===== src/rtl/vga_hex_scan_if.sv =====
// Beam position and delayed video timing signals produced by vga_hex_scan.
// The master drives everything; decoders and the VGA pin stage use the slave view.
interface vga_hex_scan_if #(
    parameter int c_x_bits = 10,
    parameter int c_y_bits = 10
);
    logic [c_x_bits-1:0] x;
    logic [c_y_bits-1:0] y;
    logic                hsync;
    logic                vsync;
    logic                blank;
    logic                de;
    logic                frame_start;
    logic                vblank_start;

    modport master (
        output x, y, hsync, vsync, blank, de, frame_start, vblank_start
    );

    modport slave (
        input  x, y, hsync, vsync, blank, de, frame_start, vblank_start
    );
endinterface


===== src/rtl/vga_hex_scan.sv =====
// VGA raster scanner: free-running x/y beam counters that feed a pipelined
// hex decoder, plus sync/blank/de delayed by the decoder's pipeline depth so
// they line up with the decoded pixel data.
module vga_hex_scan #(
    parameter int   c_x_bits    = 10,
    parameter int   c_y_bits    = 10,
    parameter int   c_res_x     = 640,
    parameter int   c_hfp       = 16,
    parameter int   c_hsw       = 96,
    parameter int   c_hbp       = 48,
    parameter int   c_res_y     = 480,
    parameter int   c_vfp       = 10,
    parameter int   c_vsw       = 2,
    parameter int   c_vbp       = 33,
    parameter logic c_hsync_pol = 1'b0,
    parameter logic c_vsync_pol = 1'b0,
    parameter int   c_latency   = 4
) (
    input  logic            clk,
    input  logic            reset,
    vga_hex_scan_if.master  bus
);

    localparam int c_h_tot = c_res_x + c_hfp + c_hsw + c_hbp;
    localparam int c_v_tot = c_res_y + c_vfp + c_vsw + c_vbp;

    // All compare constants are sized to the counter width.
    localparam logic [c_x_bits-1:0] c_x_last     = c_x_bits'(c_h_tot - 1);
    localparam logic [c_x_bits-1:0] c_x_vis      = c_x_bits'(c_res_x);
    localparam logic [c_x_bits-1:0] c_hs_first   = c_x_bits'(c_res_x + c_hfp);
    localparam logic [c_x_bits-1:0] c_hs_last    = c_x_bits'(c_res_x + c_hfp + c_hsw - 1);
    localparam logic [c_y_bits-1:0] c_y_last     = c_y_bits'(c_v_tot - 1);
    localparam logic [c_y_bits-1:0] c_y_vis      = c_y_bits'(c_res_y);
    localparam logic [c_y_bits-1:0] c_y_vis_last = c_y_bits'(c_res_y - 1);
    localparam logic [c_y_bits-1:0] c_vs_first   = c_y_bits'(c_res_y + c_vfp);
    localparam logic [c_y_bits-1:0] c_vs_last    = c_y_bits'(c_res_y + c_vfp + c_vsw - 1);

    logic [c_x_bits-1:0] r_x;
    logic [c_y_bits-1:0] r_y;
    logic                r_frame_start;
    logic                r_vblank_start;

    logic w_x_wrap;
    logic w_y_wrap;
    logic w_hs_act;
    logic w_vs_act;
    logic w_hsync;
    logic w_vsync;
    logic w_blank;
    logic w_blank_out;

    assign w_x_wrap = (r_x == c_x_last);
    assign w_y_wrap = (r_y == c_y_last);

    // Undelayed timing terms decoded from the current beam position.
    assign w_hs_act = (r_x >= c_hs_first) && (r_x <= c_hs_last);
    assign w_vs_act = (r_y >= c_vs_first) && (r_y <= c_vs_last);
    assign w_hsync  = w_hs_act ? c_hsync_pol : ~c_hsync_pol;
    assign w_vsync  = w_vs_act ? c_vsync_pol : ~c_vsync_pol;
    assign w_blank  = (r_x >= c_x_vis) || (r_y >= c_y_vis);

    // Beam counters and the frame/vblank strobes, which fire on the wrap edge itself.
    always_ff @(posedge clk or posedge reset) begin
        if (reset) begin
            r_x            <= '0;
            r_y            <= '0;
            r_frame_start  <= 1'b0;
            r_vblank_start <= 1'b0;
        end else begin
            // NOTE: non-blocking assignments here so every register samples the
            // pre-edge x/y; blocking would let the y update see the already-wrapped x.
            r_frame_start  <= w_x_wrap && w_y_wrap;
            r_vblank_start <= w_x_wrap && (r_y == c_y_vis_last);
            if (w_x_wrap) begin
                r_x <= '0;
                r_y <= w_y_wrap ? '0 : r_y + 1'b1;
            end else begin
                r_x <= r_x + 1'b1;
            end
        end
    end

    generate
        if (c_latency == 0) begin : g_direct
            assign bus.hsync = w_hsync;
            assign bus.vsync = w_vsync;
            assign w_blank_out = w_blank;
        end else begin : g_pipe
            logic [c_latency-1:0] r_hs_pipe;
            logic [c_latency-1:0] r_vs_pipe;
            logic [c_latency-1:0] r_bl_pipe;
            logic [c_latency:0]   w_hs_chain;
            logic [c_latency:0]   w_vs_chain;
            logic [c_latency:0]   w_bl_chain;

            // Bit 0 of each chain is the undelayed term, the top bit is the output.
            assign w_hs_chain = {r_hs_pipe, w_hsync};
            assign w_vs_chain = {r_vs_pipe, w_vsync};
            assign w_bl_chain = {r_bl_pipe, w_blank};

            // Delay line matching the decoder depth; shifts every pixel clock.
            always_ff @(posedge clk or posedge reset) begin
                if (reset) begin
                    // NOTE: the delay stages are reset (not left unknown) because they
                    // drive the monitor directly; reset must show a blanked, sync-idle screen.
                    r_hs_pipe <= {c_latency{~c_hsync_pol}};
                    r_vs_pipe <= {c_latency{~c_vsync_pol}};
                    r_bl_pipe <= {c_latency{1'b1}};
                end else begin
                    r_hs_pipe <= w_hs_chain[c_latency-1:0];
                    r_vs_pipe <= w_vs_chain[c_latency-1:0];
                    r_bl_pipe <= w_bl_chain[c_latency-1:0];
                end
            end

            assign bus.hsync   = w_hs_chain[c_latency];
            assign bus.vsync   = w_vs_chain[c_latency];
            assign w_blank_out = w_bl_chain[c_latency];
        end
    endgenerate

    assign bus.x            = r_x;
    assign bus.y            = r_y;
    assign bus.blank        = w_blank_out;
    assign bus.de           = ~w_blank_out;
    assign bus.frame_start  = r_frame_start;
    assign bus.vblank_start = r_vblank_start;

endmodule


===== src/flat_wrapper.sv =====
// flat-port wrapper written by rule: the top's interface ports become plain ports
module vga_hex_scan_flat 
#(
    parameter int   c_x_bits    = 10,
    parameter int   c_y_bits    = 10,
    parameter int   c_res_x     = 640,
    parameter int   c_hfp       = 16,
    parameter int   c_hsw       = 96,
    parameter int   c_hbp       = 48,
    parameter int   c_res_y     = 480,
    parameter int   c_vfp       = 10,
    parameter int   c_vsw       = 2,
    parameter int   c_vbp       = 33,
    parameter logic c_hsync_pol = 1'b0,
    parameter logic c_vsync_pol = 1'b0,
    parameter int   c_latency   = 4
)
  (clk, reset, bus_x, bus_y, bus_hsync, bus_vsync, bus_blank, bus_de, bus_frame_start, bus_vblank_start);
  vga_hex_scan_if #(.c_x_bits(c_x_bits), .c_y_bits(c_y_bits)) bus_i ();
  input  logic clk;
  input  logic reset;
  output wire logic [$bits(bus_i.x)-1:0] bus_x;
  output wire logic [$bits(bus_i.y)-1:0] bus_y;
  output wire logic [$bits(bus_i.hsync)-1:0] bus_hsync;
  output wire logic [$bits(bus_i.vsync)-1:0] bus_vsync;
  output wire logic [$bits(bus_i.blank)-1:0] bus_blank;
  output wire logic [$bits(bus_i.de)-1:0] bus_de;
  output wire logic [$bits(bus_i.frame_start)-1:0] bus_frame_start;
  output wire logic [$bits(bus_i.vblank_start)-1:0] bus_vblank_start;
  assign bus_x = bus_i.x;
  assign bus_y = bus_i.y;
  assign bus_hsync = bus_i.hsync;
  assign bus_vsync = bus_i.vsync;
  assign bus_blank = bus_i.blank;
  assign bus_de = bus_i.de;
  assign bus_frame_start = bus_i.frame_start;
  assign bus_vblank_start = bus_i.vblank_start;
  vga_hex_scan #(.c_x_bits(c_x_bits), .c_y_bits(c_y_bits), .c_res_x(c_res_x), .c_hfp(c_hfp), .c_hsw(c_hsw), .c_hbp(c_hbp), .c_res_y(c_res_y), .c_vfp(c_vfp), .c_vsw(c_vsw), .c_vbp(c_vbp), .c_hsync_pol(c_hsync_pol), .c_vsync_pol(c_vsync_pol), .c_latency(c_latency)) u_core (.clk(clk), .reset(reset), .bus(bus_i));
endmodule

===== config.mk =====
export PLATFORM = sky130hd
export DESIGN_NAME = vga_hex_scan_flat
export DESIGN_NICKNAME = d
export VERILOG_FILES = /design/src/rtl/vga_hex_scan_if.sv /design/src/rtl/vga_hex_scan.sv /design/src/flat_wrapper.sv
export SDC_FILE = /design/constraint.sdc
export NUM_CORES = 1
export LEC_CHECK = 0
export CAP_MARGIN = 15
export CORE_UTILIZATION = 45
export CTS_BUF_LIST = sky130_fd_sc_hd__clkbuf_16
export DETAILED_ROUTE_END_ITERATION = 7
export PLACE_DENSITY = 0.74
export SLEW_MARGIN = 20
export SYNTH_ARGS = -nofsm -noshare
export SYNTH_HDL_FRONTEND = slang
export SYNTH_SLANG_ARGS = --single-unit

===== constraint.sdc =====
create_clock -name clk -period 1.8 [get_ports clk]
set_input_delay 0.36 -clock clk [delete_from_list [all_inputs] [get_ports clk]]
set_output_delay 0.36 -clock clk [all_outputs]
set_load 0.05 [all_outputs]

==> flow_summary_export.csv <==
group,metric,value,unit
global_route,gr-total-overflow,0,
route,drc,0,
pwr,switching_power,0.000310,W
worst_setup_path,path_cells,"nor4b_4 > nand4_4 > or4_1 > a21oi_1",
synth,ys_seq_elements,34,
worst_setup_path,rrSetupSlack,0.11,ns
pwr,switching_share,0.196,
pwr,seqPwrFrac,0.486,
worst_setup_path,r2r-start,"u_core.bus.x[6]",
route,firstDrtPassIters,4,
timing,rsz0062_at_grt,"false",
worst_setup_path,worst-r2r-cell-count,4,
worst_setup_path,critPathMaxFanout,6,
synth,netlist_instances,126,
timing,post-route-period-util,0.941,
cts,clkLatencyLatePin,0.28,ns
outcome,status,"finished, final reports clean",
synth,ys_seq_area_frac,0.599,
pwr,pwr-share-comb,0.011,
worst_setup_path,worstSetupEndpointType,"flop",
route,drt_wl_total,2920,µm
route,via_per_inst,5.27,
cells_and_area,drive_gt1_frac,0.372,
floorplan,die_h,58.7,µm
pwr,p_int,0.00127,W
timing,min_period,1.69,ns
worst_setup_path,worstPathRequired,2.00,ns
worst_setup_path,critPathTopFamily,"simple AND/OR/NAND/NOR gates",
cts,root_buffer,"clkbuf_16",
timing,maxSlewViolCount,0,
timing,worst_pin_slew,0.480,ns
cts,cts_tree,"yes",
place,hpwl,1950,µm
global_route,grt_use_total,0.193,
worst_setup_path,cp_slowest_cell,"dfrtp_2",
place,globalplace.congestion,0.855,
min_path,hold_path_class,"reg -> reg",
place,port_buffers,27,
timing,final.setup.tns,0,ns
floorplan,die_area,0.00345,mm²
floorplan,coreArea,0.00305,mm²
global_route,grt_pass1_wl,4880,µm
floorplan,rows,20,
cells_and_area,fill_cells,264,
timing,clock_skew,0.00277,ns
worst_setup_path,worst-path-stages,4,
cts,cts.path.max_buffers,2,
cells_and_area,insertedDiodeCount,0,
worst_setup_path,max_stage_delay,0.46,ns
cts,cts_max_level,2,
worst_setup_path,worstPathArrival,1.89,ns
route,drt_iter0_markers,45,
worst_setup_path,worstSetupStartpoint,"u_core.bus.x[6]",
cells_and_area,area_delta_synth_final,31.1,%
worst_setup_path,crit_path_end,"u_core.bus.y[9]",
floorplan,initial_utilization,0.474,
timing,hold_viol_final,0,
timing,relSlewSlack,0.682,
flow_run,timing.max_cap.violations,0,
worst_setup_path,reg2reg_to,"u_core.bus.y[9]",
synth,syn_area_per_cell,11.5,µm²
synth,syn_nets,132,
pwr,vdd_ir_drop_max,0.404,mV
synth,synth.cell_area,0.00145,mm²
cts,cts_sinks,34,
cts,numCtsBuffers,5,
pwr,finalPower,0.00158,W
timing,clock.fmax,591,MHz
timing,setup_viol,0,
route,post_drt_wl_per_cell,14.0,µm
synth,synth_cell_types,32,
global_route,antenna_found_initial,0,
cts,clkTransAtPathRegs,0.05,ns
cells_and_area,layout_common_cells,"30 x buf_4, 14 x dfrtp_1, 12 x dfstp_2",
cells_and_area,mostFrequentLayoutCell,"buf_4",
route,ant_nets,0,
cells_and_area,final_nets,169,
synth,synth-warning-count,0,
global_route,grt_pass1_vias,1069,
worst_setup_path,cp_num_buf_inv,0,
pwr,clkPwrFrac,0.503,
worst_setup_path,startpoint_type,"flop",
cts,ctsHoldBuffers,0,
worst_setup_path,criticalPathCategory,"reg -> reg",
route,vias,1097,
pwr,p_leak,0.863,nW
pwr,powerDensity,833,mW/mm²
global_route,grt_max_degree,35,
floorplan,io_pins,28,
floorplan,fp.dieW,58.7,µm
synth_stat cells:
master / instances / area (µm²)
nand4_4: 1 / 21.3
or4_1: 2 / 15.0
nand4b_1: 1 / 8.76
nor3b_1: 1 / 7.51
dfstp_2: 12 / 315
nor3_1: 5 / 25.0
xor2_1: 6 / 52.6
o31ai_1: 2 / 15.0
o22ai_1: 1 / 6.26
nand3_1: 9 / 45.0
nor4b_4: 1 / 23.8
nand2b_1: 2 / 12.5
nand2_1: 6 / 22.5
and2_2: 1 / 7.51
a22o_1: 1 / 8.76
nor4b_1: 1 / 8.76
and2_1: 1 / 6.26
buf_2: 2 / 10.0
or3_1: 2 / 12.5
nand3b_1: 1 / 7.51
a21oi_1: 4 / 20.0
and3_1: 1 / 6.26
nand4_1: 5 / 31.3
dfrtp_1: 22 / 551
a31oi_1: 1 / 6.26
nor4_1: 1 / 6.26
and3_2: 1 / 7.51
nor2_1: 9 / 33.8
inv_1: 10 / 37.5
ha_1: 4 / 50.1
o21ai_0: 6 / 30.0
xnor2_1: 4 / 35.0
layer usage:
| layer | global-route usage | share of wire | vias to the layer above |
|---|---|---|---|
| met5 | 0 | 0 | - |
| met4 | 0.0918 | 0.013 | 0 |
| met3 | 0.0549 | 0.039 | 5 |
| met2 | 0.302 | 0.51 | 22 |
| met1 | 0.250 | 0.44 | 557 |
| li1 | - | - | 513 |
cell families (layout without fill, tap and decap cells):
logic type               after synthesis  count (layout)  share of synthesized area
AND/OR/NAND/NOR                       51              51                      0.214
flip-flops                            34              34                      0.599
AO/OA/AOI/OAI                         15              15                     0.0597
buffers and inverters                 12              50                     0.0329
XOR/XNOR                              10              10                     0.0606
adder cells (fa/ha/maj)                4               4                     0.0346
registers in the layout, summed over array words and instances (netlist names):
signal,count
u_core.bus.x,10
u_core.bus.y,10
u_core.g_pipe.r_bl_pipe,4
u_core.g_pipe.r_hs_pipe,4
u_core.g_pipe.r_vs_pipe,4
u_core.bus.frame_start,1
u_core.bus.vblank_start,1
worst reg2reg max path, stage by stage (launching register included):
cell and delay [ns]:
dfrtp_2 0.46, nor4b_4 0.43, nand4_4 0.16, or4_1 0.41, a21oi_1 0.15
power by group through the flow:
stage / clock, W / sequential [W] / combinational (W)
after floorplan: 0 / 0.000779 / 0.0000110
after global routing: 0.000837 / 0.000766 / 0.0000214
after detailed placement: 0 / 0.000779 / 0.0000190
after CTS: 0.000805 / 0.000766 / 0.0000191
after global placement: 0 / 0.000779 / 0.0000186
final: 0.000794 / 0.000767 / 0.0000179
cell type report:
class	count	area, µm²	area share
Clock buffer	5	125	0.0660
Tap cell	44	55.1	0.0290
Clock inverter	3	12.5	0.00660
Sequential cell	34	876	0.462
Inverter	10	37.5	0.0198
Multi-Input combinational cell	80	546	0.288
Timing Repair Buffer	32	244	0.129
worst min-delay path by stage:
stage / start / end / cells past startpoint
global route: u_core.g_pipe.r_hs_pipe[2] / u_core.g_pipe.r_hs_pipe[3] / 0
global placement: u_core.g_pipe.r_vs_pipe[0] / u_core.g_pipe.r_vs_pipe[1] / 0
floorplan: u_core.g_pipe.r_bl_pipe[0] / u_core.g_pipe.r_bl_pipe[1] / 0
detailed placement: u_core.g_pipe.r_hs_pipe[1] / u_core.g_pipe.r_hs_pipe[2] / 0
finish: u_core.g_pipe.r_vs_pipe[2] / u_core.g_pipe.r_vs_pipe[3] / 0
CTS: u_core.g_pipe.r_hs_pipe[0] / u_core.g_pipe.r_hs_pipe[1] / 0
stage by stage:
stage | worst slack (ns) | hold WS, ns | instance area, µm² | instances | utilization
3_5_place_dp | 0.0978 | 0.350 | 1740 | 197 | 0.569
2_1_floorplan | 0.0481 | 0.345 | 1470 | 126 | -
5_1_grt | 0.00926 | 0.359 | 1900 | 208 | 0.621
3_3_place_gp | 0.149 | 0.346 | 1740 | 197 | 0.569
6_report | 0.107 | 0.355 | 1900 | 208 | 0.621
4_1_cts | 0.0790 | 0.357 | 1870 | 205 | 0.614
timing repair:
action | CTS | global route
buffers inserted | 0 | 3
hold endpoints to repair | 0 | 0
gates resized for setup | 1 | 0
pin swaps | 0 | 2
endpoints found under the setup margin | 1 | 1
(Power assumes the default switching activity.)
